--- src/rtl/div_seq.sv ---
`default_nettype none
// ============================================================================
// Module   : div_seq
// Purpose  : Sequential restoring divider, signed/unsigned, one quotient bit
//            per clock, start/busy/done handshake and sticky divide-by-zero.
// Revision : 1.0 - initial release
// ============================================================================
module div_seq #(
    parameter int WIDTH = 32
) (
    input  logic             clk,
    input  logic             reset,
    input  logic             start,
    input  logic             is_signed,
    input  logic [WIDTH-1:0] a,
    input  logic [WIDTH-1:0] b,
    output logic             busy,
    output logic             done,
    output logic             div_zero,
    output logic [WIDTH-1:0] hi,
    output logic [WIDTH-1:0] lo
);

    localparam int c_cnt_w = $clog2(WIDTH);
    localparam logic [c_cnt_w-1:0] c_cnt_last = c_cnt_w'(WIDTH - 1);

    typedef enum logic [1:0] {
        c_idle = 2'b00,
        c_run  = 2'b01,
        c_fix  = 2'b10
    } state_t;

    state_t r_state;
    state_t w_next;

    logic [c_cnt_w-1:0] r_cnt;
    logic [WIDTH-1:0]   r_dvd;
    logic [WIDTH-1:0]   r_dvs;
    logic [WIDTH-1:0]   r_rem;
    logic [WIDTH-1:0]   r_quo;
    logic               r_q_neg;
    logic               r_r_neg;
    logic               r_zero_pend;
    logic               r_busy;
    logic               r_done;
    logic               r_div_zero;
    logic [WIDTH-1:0]   r_hi;
    logic [WIDTH-1:0]   r_lo;

    logic               w_b_zero;
    logic [WIDTH-1:0]   w_abs_a;
    logic [WIDTH-1:0]   w_abs_b;
    logic [WIDTH:0]     w_shift;
    logic [WIDTH:0]     w_sub;
    logic               w_ge;

    assign w_b_zero = (b == '0);
    // |MIN| is representable as an unsigned magnitude, so plain negation is safe.
    assign w_abs_a  = (is_signed && a[WIDTH-1]) ? (WIDTH'(0) - a) : a;
    assign w_abs_b  = (is_signed && b[WIDTH-1]) ? (WIDTH'(0) - b) : b;

    // Keep the carry-out of the shift so divisors above 2^(W-1) compare correctly.
    assign w_shift  = {r_rem, r_dvd[r_cnt]};
    assign w_sub    = w_shift - {1'b0, r_dvs};
    assign w_ge     = ~w_sub[WIDTH];

    always_ff @(posedge clk) begin
        if (!reset) begin
            r_state <= c_idle;
        end else begin
            r_state <= w_next;
        end
    end

    always_comb begin
        w_next = r_state;
        case (r_state)
            c_idle:  if (start && !w_b_zero) w_next = c_run;
            c_run:   if (r_cnt == '0) w_next = c_fix;
            c_fix:   w_next = c_idle;
            default: w_next = c_idle;
        endcase
    end

    always_ff @(posedge clk) begin
        if (!reset) begin
            r_cnt       <= '0;
            r_dvd       <= '0;
            r_dvs       <= '0;
            r_rem       <= '0;
            r_quo       <= '0;
            r_q_neg     <= 1'b0;
            r_r_neg     <= 1'b0;
            r_zero_pend <= 1'b0;
            r_busy      <= 1'b0;
            r_done      <= 1'b0;
            r_div_zero  <= 1'b0;
            r_hi        <= '0;
            r_lo        <= '0;
        end else begin
            r_done      <= r_zero_pend;
            r_zero_pend <= 1'b0;
            case (r_state)
                c_idle: begin
                    if (start) begin
                        if (w_b_zero) begin
                            r_div_zero  <= 1'b1;
                            r_hi        <= '0;
                            r_lo        <= '0;
                            r_zero_pend <= 1'b1;
                        end else begin
                            r_dvd      <= w_abs_a;
                            r_dvs      <= w_abs_b;
                            r_q_neg    <= is_signed & (a[WIDTH-1] ^ b[WIDTH-1]);
                            r_r_neg    <= is_signed & a[WIDTH-1];
                            r_rem      <= '0;
                            r_quo      <= '0;
                            r_cnt      <= c_cnt_last;
                            r_div_zero <= 1'b0;
                            r_busy     <= 1'b1;
                        end
                    end
                end
                c_run: begin
                    r_rem <= w_ge ? w_sub[WIDTH-1:0] : w_shift[WIDTH-1:0];
                    r_quo <= {r_quo[WIDTH-2:0], w_ge};
                    r_cnt <= r_cnt - c_cnt_w'(1);
                end
                c_fix: begin
                    r_lo   <= r_q_neg ? (WIDTH'(0) - r_quo) : r_quo;
                    r_hi   <= r_r_neg ? (WIDTH'(0) - r_rem) : r_rem;
                    r_done <= 1'b1;
                    r_busy <= 1'b0;
                end
                default: ;
            endcase
        end
    end

    assign busy     = r_busy;
    assign done     = r_done;
    assign div_zero = r_div_zero;
    assign hi       = r_hi;
    assign lo       = r_lo;

endmodule
`default_nettype wire

--- config.mk ---
export PLATFORM = sky130hd
export DESIGN_NAME = div_seq
export DESIGN_NICKNAME = d
export VERILOG_FILES = /design/src/rtl/div_seq.sv
export SDC_FILE = /design/constraint.sdc
export NUM_CORES = 1
export LEC_CHECK = 0
export BUFFER_PORTS_ARGS = -buffer_cell sky130_fd_sc_hd__buf_2
export CELL_PAD_IN_SITES_DETAIL_PLACEMENT = 0
export CELL_PAD_IN_SITES_GLOBAL_PLACEMENT = 2
export CORE_ASPECT_RATIO = 2
export CORE_MARGIN = 10
export CORE_UTILIZATION = 33
export CTS_CLUSTER_SIZE = 30
export DETAILED_ROUTE_END_ITERATION = 10
export PLACE_DENSITY = 0.82
export SLEW_MARGIN = 20
export SYNTH_ARGS = -nofsm -noshare
export SYNTH_HDL_FRONTEND = slang
export SYNTH_SLANG_ARGS = --single-unit
--- constraint.sdc ---
create_clock -name clk -period 4.57 [get_ports clk]
set_input_delay 0.914 -clock clk [delete_from_list [all_inputs] [get_ports clk]]
set_output_delay 0.914 -clock clk [all_outputs]
set_load 0.005 [all_outputs]
* Word-level counts from Yosys, hierarchy flattened *
Cells that the tools add are included.

word-level totals
  bits of input ports = 68
  register bits = 205
  output and inout bits = 67

operators by class
  reduce and logical (&&, ||, !) cells = 16
  mux-type cells = 26
  bitwise logic cells = 5
  equal/unequal tests = 7
  order comparisons = 1
  add/subtract/negate cells = 6

operator list
  kind                   number
  $mux 32                9
  $pmux 32 s2            4
  $sub 1x32->32 const A  4
  $sub 33x32->33         1
  $logic_not 32->1       1
  $reduce_and 3->1       5
  $mux 5                 2
  $ne 2x2->1 const B     5
  $pmux 5 s2             1
  $lt 5x6->1 const B     1
  $bmux 1 s5             1
  $logic_not 5->1        1
  $mux 1                 5
  $sub 5x1->5 const B    1
  $mux 2                 2
  $pmux 2 s2             1
  $reduce_and 2->1       2
  $reduce_bool 2->1      2
  $logic_and 1x1->1      3
  $and 1x1->1            2
  $eq 2x1->1 const B     1
  $eq 2x2->1 const B     1
  $logic_not 2->1        1
  $not 1->1              2
  other kinds (3)        3

* Depth between registers and ports, before layout *
Gate-level depths: netlist of the first run.

  word-level depth = 5
  mapped depth = 16

* Worst setup path before layout of the first run *
No wires, ideal clock.

  path type = flip-flop to flip-flop
  start point = reg r_cnt[0]
  end point = reg r_rem[2]
  clock period less this slack = 4736 ps
  arrival time = 4618 ps
  slack = -166 ps
  path buffers = 2
  cell stages (with the launch flop) = 17
  setup time = 117 ps
  cells stage by stage = dfxtp_1 buf_1 mux4_2 mux4_2 mux2i_1 ha_1 inv_1 fa_1 a21oi_1 o2bb2ai_1 o31a_1 a211oi_2 a21oi_1 xor2_1 buf_1 nand2_1 a32o_1

on the way
  word-level cells in the longest chain between the ends = 5

RTL lines
  item                          RTL line  text
  start: declaration            36        logic [c_cnt_w-1:0] r_cnt;
  start signal: assignment      118       r_cnt <= c_cnt_last;
  start signal: assignment      127       r_cnt <= r_cnt - c_cnt_w'(1);
  $bmux 1 s5                    63        assign w_shift = {r_rem, r_dvd[r_cnt]};
  $mux 1 (not written as such)  63
  $sub 33x32->33                64        assign w_sub = w_shift - {1'b0, r_dvs};
  $mux 32                       125       r_rem <= w_ge ? w_sub[WIDTH-1:0] : w_shift[WIDTH-1:0];
  $pmux 32 s2                   103       case (r_state)
  end signal: assignment        125
  end: declaration              39        logic [WIDTH-1:0] r_rem;

Every way passes these cells. The select of a mux whose other input is x is not followed.
A chain may end at the register's enable or synchronous reset.

* Final worst setup path of the first run *
Ends and elaborated chain as after synthesis.

==> impl_metrics.toml, run 1 <==
[outcome]
status = "finished, final reports clean"

[synthesis]
postSynthNetCount = 1512
sequential_to_total_area_share_from_yosys_stat_pct = 34.2
count_of_flip_flops_with_a_built_in_enable_after_synthesis = 0
ys_seq_elements = 205
async_flop_share_pct = 0
synth.cell_area_mm2 = 0.0120
primary_flip_flop_cell_chosen_by_synthesis_mapping = "dfxtp_1"
post_synth_inst_count = 1405
yosys_warning_count = 0
postSynthAreaPerCell_um2 = 8.54
ys_types = 73

[sta]
rsz_0062_raised_after_global_routing = "true"
final.setup_skew_ns = 0.0214
timing.hold.ws_ns = 0.443
slew_headroom_pct = 36.6
fin_setup_tns_ns = 0
min_period_over_period_pct = 96.0
worstMarginPinSlew_ns = 0.951
achievable-frequency_mhz = 228
post-route-min-period_ns = 4.39
setup_viol = 0
final.setup.worst_slack_ns = 0.181
hold_viol = 0
slew_violations = 0

[global_route]
global_route.usage.total_pct = 15.6
grt_pass1_vias = 10800
grt_overflow_total = 0
global_route_wire_length_before_repair_mm = 57.6
grt_start_max_net_pins = 65
grt_antenna_before_repair = 1

[worst_setup_path]
worst_path_fanout_max = 10
setup.worst_path.end_class = "flip-flop"
critPathKind = "flip-flop to flip-flop"
cpMostUsedCell = "buf_12"
cp_slowest_cell = "mux4_2"
worst_ep_arrival_time_ns = 4.81
cp_num_buf_inv = 5
required_ns = 4.99
cpLargestDelayFamily = "compound AO/OA/AOI/OAI gates"
start_kind = "flip-flop"
worst_path_largest_cell_delay_ns = 0.53
timing.critical_path.cells = "buf_12 > mux4_2 > mux4_2 > mux2i_1 > buf_4 > ha_4 > inv_1 > fa_2 > a21oi_2 > o2bb2ai_1 > o31a_1 > a211oi_4 > a21oi_4 > xor2_4 > buf_12 > buf_12 > nand2_1 > a32o_1"

[die]
floorplan.rows = 98
die_area_mm2 = 0.0449
die_width_um = 155
initial_utilization_pct = 33.5
coreArea_mm2 = 0.0358
ios = 135
die_extent_in_y_um = 290

[detailed_routing]
detailedRoute.firstIterationViolations = 366
dr.pass1.iters = 5
wl_per_cell_um = 18.4
routed-via-count = 10500
total_wirelength_mm = 36.3
mean_number_of_vias_per_cell = 5.31
antenna_violating_nets_post_route = 0
drc = 0

[min_path]
worstHoldPathType = "flip-flop to flip-flop"

[finish]
post_route_cells_drive_above_1_share_pct = 15.9
antenna_cells = 0
num-nets-final = 1620
fin_util_pct = 39.3
layout.filler_cells = 3659
layout-area-overhead-vs-synth_pct = 17.1

[clocking]
holdBufCountCts = 0
clk_pin_slew_ns = 0.06
cts_num_sinks = 205
cts_max_path_buffers = 3
htreeDepth = 1
tritoncts = "yes"
ctsRootBufferMaster = "clkbuf_16"
cts_made_buffers = 21
clock_insertion_delay_worst_skew_ns = 0.53

[place]
detailedPlace.worstSlack_ns = -0.0236
routabilityCongestion = 0.874
io_buffers = 134
post-dp-hpwl_mm = 28.0

[run]
drv_cap = 0

[power]
power_leakage_uw = 0.00616
power_density_mw_per_mm2 = 319
ir_drop_worst_case_vdd_uv = 288
p_total_uw = 4480
## synthesized netlist by cell type (15+ instances only)
cell type,instances,area [um2]
dfxtp_1,205,4100
nand2_1,186,698
o21ai_0,87,435
xnor2_1,76,666
clkbuf_1,73,274
xor2_1,68,596
o211a_1,59,591
a21oi_1,58,290
nor2_1,53,199
nor2b_1,51,319
inv_1,50,188
a22oi_1,39,293
ha_1,38,475
a22o_1,29,254
nand3_1,26,130
mux2i_1,25,250
o31ai_1,25,188
nor3_1,17,85.1
or3_1,15,93.8
or4_1,15,113
## metal layers
| metal | track usage [%] | up-vias | share of wire (%) |
|---|---|---|---|
| met1 | 15.2 | 4974 | 37 |
| met3 | 2.95 | 45 | 4.7 |
| met2 | 31.5 | 193 | 56 |
| met4 | 5.19 | 2 | 2.6 |
| li1 | - | 5283 | - |
| met5 | 0 | - | 0.036 |
## placed cells by master (no fill, tap or decap), types with 15 or more instances in the layout
cell type    n
a21oi_1     56
a22o_1      29
a22oi_1     39
buf_2      133
buf_4       30
clkbuf_16   22
dfxtp_1    204
ha_1        37
inv_1       50
mux2i_1     25
nand2_1    186
nand3_1     26
nor2_1      53
nor2b_1     48
nor3_1      17
o211a_1     59
o21ai_0     85
o31ai_1     25
or3_1       15
or4_1       15
xnor2_1     76
xor2_1      67
## path summary, 6_finish.rpt
path | startpoint | end | slack, ns | depth (start not counted)
setup / recovery | r_cnt[0]$_SDFFE_PN0P_ | r_rem[2]$_SDFFE_PN0P_ | 0.18 | 18
hold / removal | lo[26]$_SDFFE_PN0P_ | lo[26]$_SDFFE_PN0P_ | 0.44 | 2
setup reg to reg | r_cnt[0]$_SDFFE_PN0P_ | r_rem[2]$_SDFFE_PN0P_ | 0.18 | 18
hold reg to reg | lo[26]$_SDFFE_PN0P_ | lo[26]$_SDFFE_PN0P_ | 0.44 | 2
## kinds of logic (layout without fill, tap and decap cells)
group,count (synthesis),after routing,synth area share [%]
fa+ha+maj,39,39,4.13
mux,35,35,3.96
simple gates,437,437,18.2
compound gates,409,409,24.6
xor+xnor,144,144,10.5
buf+inv,136,257,4.36
flops,205,205,34.2
## metrics by stage
stage / std cells / cell area (um2)
2_1_floorplan: 1405 / 12000
3_3_place_gp: 1935 / 13200
3_5_place_dp: 1935 / 13200
4_1_cts: 1971 / 13900
5_1_grt: 1976 / 14100
6_report: 1976 / 14100
## sequential cells by signal, summed over array words and instances, names as in the netlist, 2 cells and up
register / count
r_rem: 32
lo: 32
r_quo: 32
r_dvd: 32
r_state: 2
r_dvs: 32
hi: 32
r_cnt: 5
## area by class of cell
type	instances	area [um2]	area share (%)
Sequential cell	205	4110	29.2
Inverter	50	188	1.34
Clock inverter	11	141	1.01
Timing Repair Buffer	171	1040	7.39
Clock buffer	25	561	3.99
Multi-Input combinational cell	1064	7460	53.1
Tap cell	450	563	4.01
## what timing repair did
action	4_1_cts	5_1_grt
setup buffers	0	3
pin swaps	0	5
cloned	0	2
endpoints found under the setup margin	9	33
gates resized for setup	1	12
## power breakdown
group	internal [uW]	total, uW	switching (uW)
combinational	322	760	437
sequential	1860	1910	55.5
clock	1050	1810	759
## worst min-delay path, cell delays in order, from the launching register on
cell and delay (ns):
dfxtp_1 0.31, nand2_1 0.05, o21ai_1 0.05
Power figures use the tool's default switching activity.
==> inputs of run 2 (changes only) <==
--- a/config.mk
+++ b/config.mk
@@ -8,7 +8,6 @@
 export BUFFER_PORTS_ARGS = -buffer_cell sky130_fd_sc_hd__buf_2
 export CELL_PAD_IN_SITES_DETAIL_PLACEMENT = 0
 export CELL_PAD_IN_SITES_GLOBAL_PLACEMENT = 2
-export CORE_ASPECT_RATIO = 2
 export CORE_MARGIN = 10
 export CORE_UTILIZATION = 33
 export CTS_CLUSTER_SIZE = 30
==> run 2 against run 1 <==
  * Via count down 1.7%
  * Final cell count about the same
  * Sequential power about the same
  * Hold slack about the same
  * Fmax up 1.7%
  * Wire length down 8.2%
  * Largest cell class unchanged
==> impl_metrics.toml, run 2 (same netlist as run 1, synthesis figures left out) <==
[outcome]
status = "finished, final reports clean"

[detailed_routing]
routed-via-count = 10300
drc = 0
dr.pass1.iters = 5
wl_per_cell_um = 16.9
mean_number_of_vias_per_cell = 5.22
antenna_violating_nets_post_route = 0
total_wirelength_mm = 33.3
detailedRoute.firstIterationViolations = 524

[clocking]
cts_max_path_buffers = 3
holdBufCountCts = 0
ctsRootBufferMaster = "clkbuf_16"
cts_num_sinks = 205
clk_pin_slew_ns = 0.06
htreeDepth = 1
clock_insertion_delay_worst_skew_ns = 0.53
cts_made_buffers = 25
tritoncts = "yes"

[worst_setup_path]
crit_path_end = "r_rem[30]$_SDFFE_PN0P_"
regToRegSetupSlack_ns = 0.25
worst_path_fanout_max = 16
worst_r2r_path_depth = 16
rr_startpoint = "r_cnt[0]$_SDFFE_PN0P_"
r2r_end = "r_rem[30]$_SDFFE_PN0P_"
critPathKind = "flip-flop to flip-flop"
setup.worst_path.end_class = "flip-flop"
startpoint = "r_cnt[0]$_SDFFE_PN0P_"
start_kind = "flip-flop"
required_ns = 4.99
worst_ep_arrival_time_ns = 4.74

[finish]
layout_common_cells = "204 x dfxtp_1, 186 x nand2_1, 133 x buf_2"
most_frequent_standard_cell_in_the_layout_excluding_fill_and_tap_cells = "dfxtp_1"
layout.filler_cells = 3714
antenna_cells = 0
post_route_cells_drive_above_1_share_pct = 15.1
multiInputGateArea_mm2 = 0.00742
layout-area-overhead-vs-synth_pct = 17.2
sequential_cell_area_mm2 = 0.00411
num-nets-final = 1604
fin_cells = 1977
fin_util_pct = 39.4

[die]
initial_utilization_pct = 33.6
die_area_mm2 = 0.0444
floorplan.rows = 69
ios = 135
die_extent_in_y_um = 211
die_width_um = 211
coreArea_mm2 = 0.0357

[global_route]
global_route.usage.total_pct = 14.6
grt_pass1_vias = 9858
global_route_wire_length_before_repair_mm = 54.1
grt_antenna_before_repair = 0
grt_overflow_total = 0
grt_start_max_net_pins = 77

[sta]
worstMarginPinSlew_ns = 1.02
slew_headroom_pct = 32.1
achievable-frequency_mhz = 232
post-route-min-period_ns = 4.32
final.setup.worst_slack_ns = 0.254
final.setup_skew_ns = 0.00883
fin_setup_tns_ns = 0
hold_viol = 0
slew_violations = 0
setup_viol = 0
min_period_over_period_pct = 94.4
timing.hold.ws_ns = 0.443

[power]
ir_drop_worst_case_vdd_uv = 178
p_sw_share_pct = 26.1
power.sequential.fraction_pct = 39.5
internal_power_of_the_cells_uw = 3580
power_density_mw_per_mm2 = 345
power_leakage_uw = 0.00615
p_comb_share_pct = 14.7
p_clk_share_pct = 45.8
power_switching_uw = 1270

[place]
dp.cells = 1928
routabilityCongestion = 0.851
detailedPlace.worstSlack_ns = 0.110
post-dp-hpwl_mm = 24.8
io_buffers = 134

[min_path]
worstHoldPathType = "flip-flop to flip-flop"

[run]
drv_cap = 0
## run 2: cell types whose count changed in the layout (fill, tap and decap cells not counted), sizes merged
cell	delta
clkinv	-4
inv	-1
bufinv	+3
clkbuf	+9
buf	-20
clkinvlp	+3
## run 2: per-layer routing
layer | part of all wire [%] | track usage (%)
met5 | 0 | 0
met4 | 1.6 | 3.10
met3 | 5.0 | 2.67
met2 | 41 | 21.2
met1 | 53 | 21.7
## run 2: how the worst min path moves through the flow
stage	startpoint	endpoint	slack, ns	cells after the start
2_1_floorplan	r_zero_pend$_SDFF_PN0_	done$_SDFF_PN0_	0.42	1
3_3_place_gp	lo[22]$_SDFFE_PN0P_	lo[22]$_SDFFE_PN0P_	0.43	2
3_5_place_dp	r_zero_pend$_SDFF_PN0_	done$_SDFF_PN0_	0.43	1
4_1_cts	lo[25]$_SDFFE_PN0P_	lo[25]$_SDFFE_PN0P_	0.45	2
5_1_grt	lo[27]$_SDFFE_PN0P_	lo[27]$_SDFFE_PN0P_	0.47	2
6_report	lo[31]$_SDFFE_PN0P_	lo[31]$_SDFFE_PN0P_	0.44	2
## run 2: power groups by stage
stage	sequential, uW	combinational (uW)	clock [uW]
finish	1920	714	2220
global placement	1950	711	0
global route	1930	802	2340
floorplan	1930	530	0
detailed placement	1950	710	0
CTS	1920	713	2270
## run 2: area by class of cell
class	instances	area share, %
clock buffer	34	5.04
multi-input combinational	1064	52.7
inverter	50	1.33
timing repair buffer	151	6.11
sequential	205	29.2
clock inverter	12	1.57
tap	461	4.10
## run 2: what timing repair did
action | 4_1_cts | 5_1_grt
buffers inserted | 0 | 2
setup endpoints to repair | 0 | 24
gates resized for setup | 0 | 3
## run 2: critical path, cell delays in order (launching register included)
cell and delay, ns:
dfxtp_1 0.32, buf_6 0.18, mux4_2 0.53, mux4_2 0.50, mux2i_2 0.20, ha_1 0.19, inv_1 0.05, fa_1 0.40
a21oi_1 0.19, o2bb2ai_1 0.12, o31a_1 0.32, a211oi_2 0.28, a21oi_2 0.13, xnor2_1 0.15, buf_4 0.26, nor2_1 0.08
a221o_1 0.29
## run 2: metrics by stage
step	instance area (um2)	total power, uW
final	14100	4850
after global routing	14100	5070
after global placement	13100	2660
after detailed placement	13100	2660
after CTS	14000	4900
after floorplan	12000	2460
==> inputs of run 3 (changes only) <==
==> config.mk (replaced) <==
export PLATFORM = sky130hd
export DESIGN_NAME = div_seq
export DESIGN_NICKNAME = d
export VERILOG_FILES = /design/src/rtl/div_seq.sv
export SDC_FILE = /design/constraint.sdc
export NUM_CORES = 1
export LEC_CHECK = 0
export CELL_PAD_IN_SITES_DETAIL_PLACEMENT = 0
export CELL_PAD_IN_SITES_GLOBAL_PLACEMENT = 2
export CORE_MARGIN = 2
export CORE_UTILIZATION = 35
export CTS_CLUSTER_SIZE = 30
export DETAILED_ROUTE_END_ITERATION = 10
export DONT_BUFFER_PORTS = 1
export PLACE_DENSITY_LB_ADDON = 0.1
export SLEW_MARGIN = 20
export SYNTH_ARGS = -nofsm -noshare
export SYNTH_HDL_FRONTEND = slang
export SYNTH_SLANG_ARGS = --single-unit
==> run 3 against run 2 <==
  * First-iteration DRC count grew 12%
  * Worst setup slack lost 0.049 ns
  * Clock power shrank 14%
  * Count of clock-buffer cells in the layout increased by 2
  * Register-to-register slack got worse by 0.05 ns
  * Critical path depth stayed put
  * Largest cell class unchanged
  * Fmax shrank 1.1%
  * Combinational power fell by 3.2%
  * Via count shrank 3.3%
==> impl_metrics.toml, run 3 (same netlist as run 1, synthesis figures left out) <==
[finish]
fin_util_pct = 39.8
post_route_cells_drive_above_1_share_pct = 7.41
num-nets-final = 1479
most_frequent_standard_cell_in_the_layout_excluding_fill_and_tap_cells = "dfxtp_1"
antenna_cells = 0
layout_common_cells = "204 x dfxtp_1, 186 x nand2_1, 87 x o21ai_0"
layout-area-overhead-vs-synth_pct = 11.3

[clocking]
ctsRootBufferMaster = "clkbuf_16"
cts_num_sinks = 205
cts_max_path_buffers = 3
holdBufCountCts = 0
cts_made_buffers = 25
clk_pin_slew_ns = 0.06
htreeDepth = 1
tritoncts = "yes"
clock_insertion_delay_worst_skew_ns = 0.55

[place]
post-dp-hpwl_mm = 25.5
routabilityCongestion = 0.796
io_buffers = 0

[worst_setup_path]
setup.worst_path.end_class = "flip-flop"
rr_startpoint = "r_cnt[0]$_SDFFE_PN0P_"
critPathKind = "flip-flop to flip-flop"
worst_ep_arrival_time_ns = 4.79
start_kind = "flip-flop"
required_ns = 5.00
startpoint = "r_cnt[0]$_SDFFE_PN0P_"
worst_path_fanout_max = 6

[power]
ir_drop_worst_case_vdd_uv = 237
power_density_mw_per_mm2 = 338
power_leakage_uw = 0.00551

[sta]
achievable-frequency_mhz = 229
min_period_over_period_pct = 95.5
post-route-min-period_ns = 4.36
timing.hold.ws_ns = 0.440
setup_viol = 0
worstMarginPinSlew_ns = 1.03
final.setup_skew_ns = 0.0207
hold_viol = 0
slew_headroom_pct = 31.5
slew_violations = 0

[detailed_routing]
mean_number_of_vias_per_cell = 5.43
detailedRoute.firstIterationViolations = 585
wl_per_cell_um = 18.9
total_wirelength_mm = 34.8
routed-via-count = 9976
drc = 0
antenna_violating_nets_post_route = 0
dr.pass1.iters = 5

[global_route]
grt_start_max_net_pins = 122
global_route_wire_length_before_repair_mm = 55.6
grt_overflow_total = 0
grt_antenna_before_repair = 0
grt_pass1_vias = 9671
global_route.usage.total_pct = 19.1

[min_path]
min-delay-start = "r_zero_pend$_SDFF_PN0_"
worstHoldPathType = "flip-flop to flip-flop"

[run]
drv_cap = 0

[die]
ios = 135
die_extent_in_y_um = 189
coreArea_mm2 = 0.0336
floorplan.rows = 67
die_area_mm2 = 0.0358
die_width_um = 189
initial_utilization_pct = 35.7

[outcome]
status = "finished, final reports clean"
run 3: cell count changes in the layout (fill, tap and decap cells not counted), moves of 2 or more:
cell / change
buf_4: +6
buf_2: -133
bufinv_16: -5
clkinv_2: +4
clkbuf_8: -2
clkbuf_1: +4
clkinvlp_4: -2
run 3: final cells by class:
cell class,count,area [um2]
fill,3534,20300
multi-input combinational,1064,7450
sequential,205,4110
clock buffer,36,697
tap,448,561
timing repair buffer,26,275
inverter,50,188
clock inverter,9,87.6
run 3: power breakdown:
part           total [uW]  internal [uW]  switching [uW]
registers            1920           1860            59.9
clock network        1910           1120             792
logic                 691            304             387
run 3: path summary, 6_finish.rpt:
check | slack [ns] | to | cells past startpoint
setup reg to reg | 0.21 | r_rem[13]$_SDFFE_PN0P_ | 16
hold / removal | 0.44 | done$_SDFF_PN0_ | 1
setup / recovery | 0.21 | r_rem[13]$_SDFFE_PN0P_ | 16
hold reg to reg | 0.44 | done$_SDFF_PN0_ | 1
run 3: what timing repair did:
action / in CTS / in global routing
endpoints found under the setup margin: 0 / 33
setup buffers: 0 / 3
gates resized for setup: 0 / 12
run 3: critical path, cell delays in order (launching register included):
cell and delay [ns]:
dfxtp_4 0.37, clkbuf_16 0.14, mux4_2 0.49, mux4_2 0.49, mux2i_4 0.18, ha_2 0.20
inv_1 0.05, fa_2 0.35, a21oi_2 0.16, o2bb2ai_1 0.11, o31a_1 0.35, a211oi_2 0.33
a21oi_2 0.16, xor2_4 0.32, buf_4 0.21, nand2_1 0.06, a32o_1 0.25
run 3: layer usage:
layer,vias up,track usage [%],part of all wire [%]
met5,-,0,0
met4,0,3.34,1.3
met3,38,4.04,5.6
met2,191,29.4,44
met1,4730,27.7,49
li1,5017,-,-
run 3: metrics by stage:
step	cells	setup TNS [ns]	cell area (um2)	setup slack (ns)	total power [uW]
2_1_floorplan	1405	0	12000	0.0813	2460
3_3_place_gp	1788	0	12500	0.226	2630
3_5_place_dp	1788	0	12500	0.0998	2630
4_1_cts	1833	0	13200	0.0535	4560
5_1_grt	1838	-0.151	13400	-0.0295	4750
6_report	1838	0	13400	0.205	4520
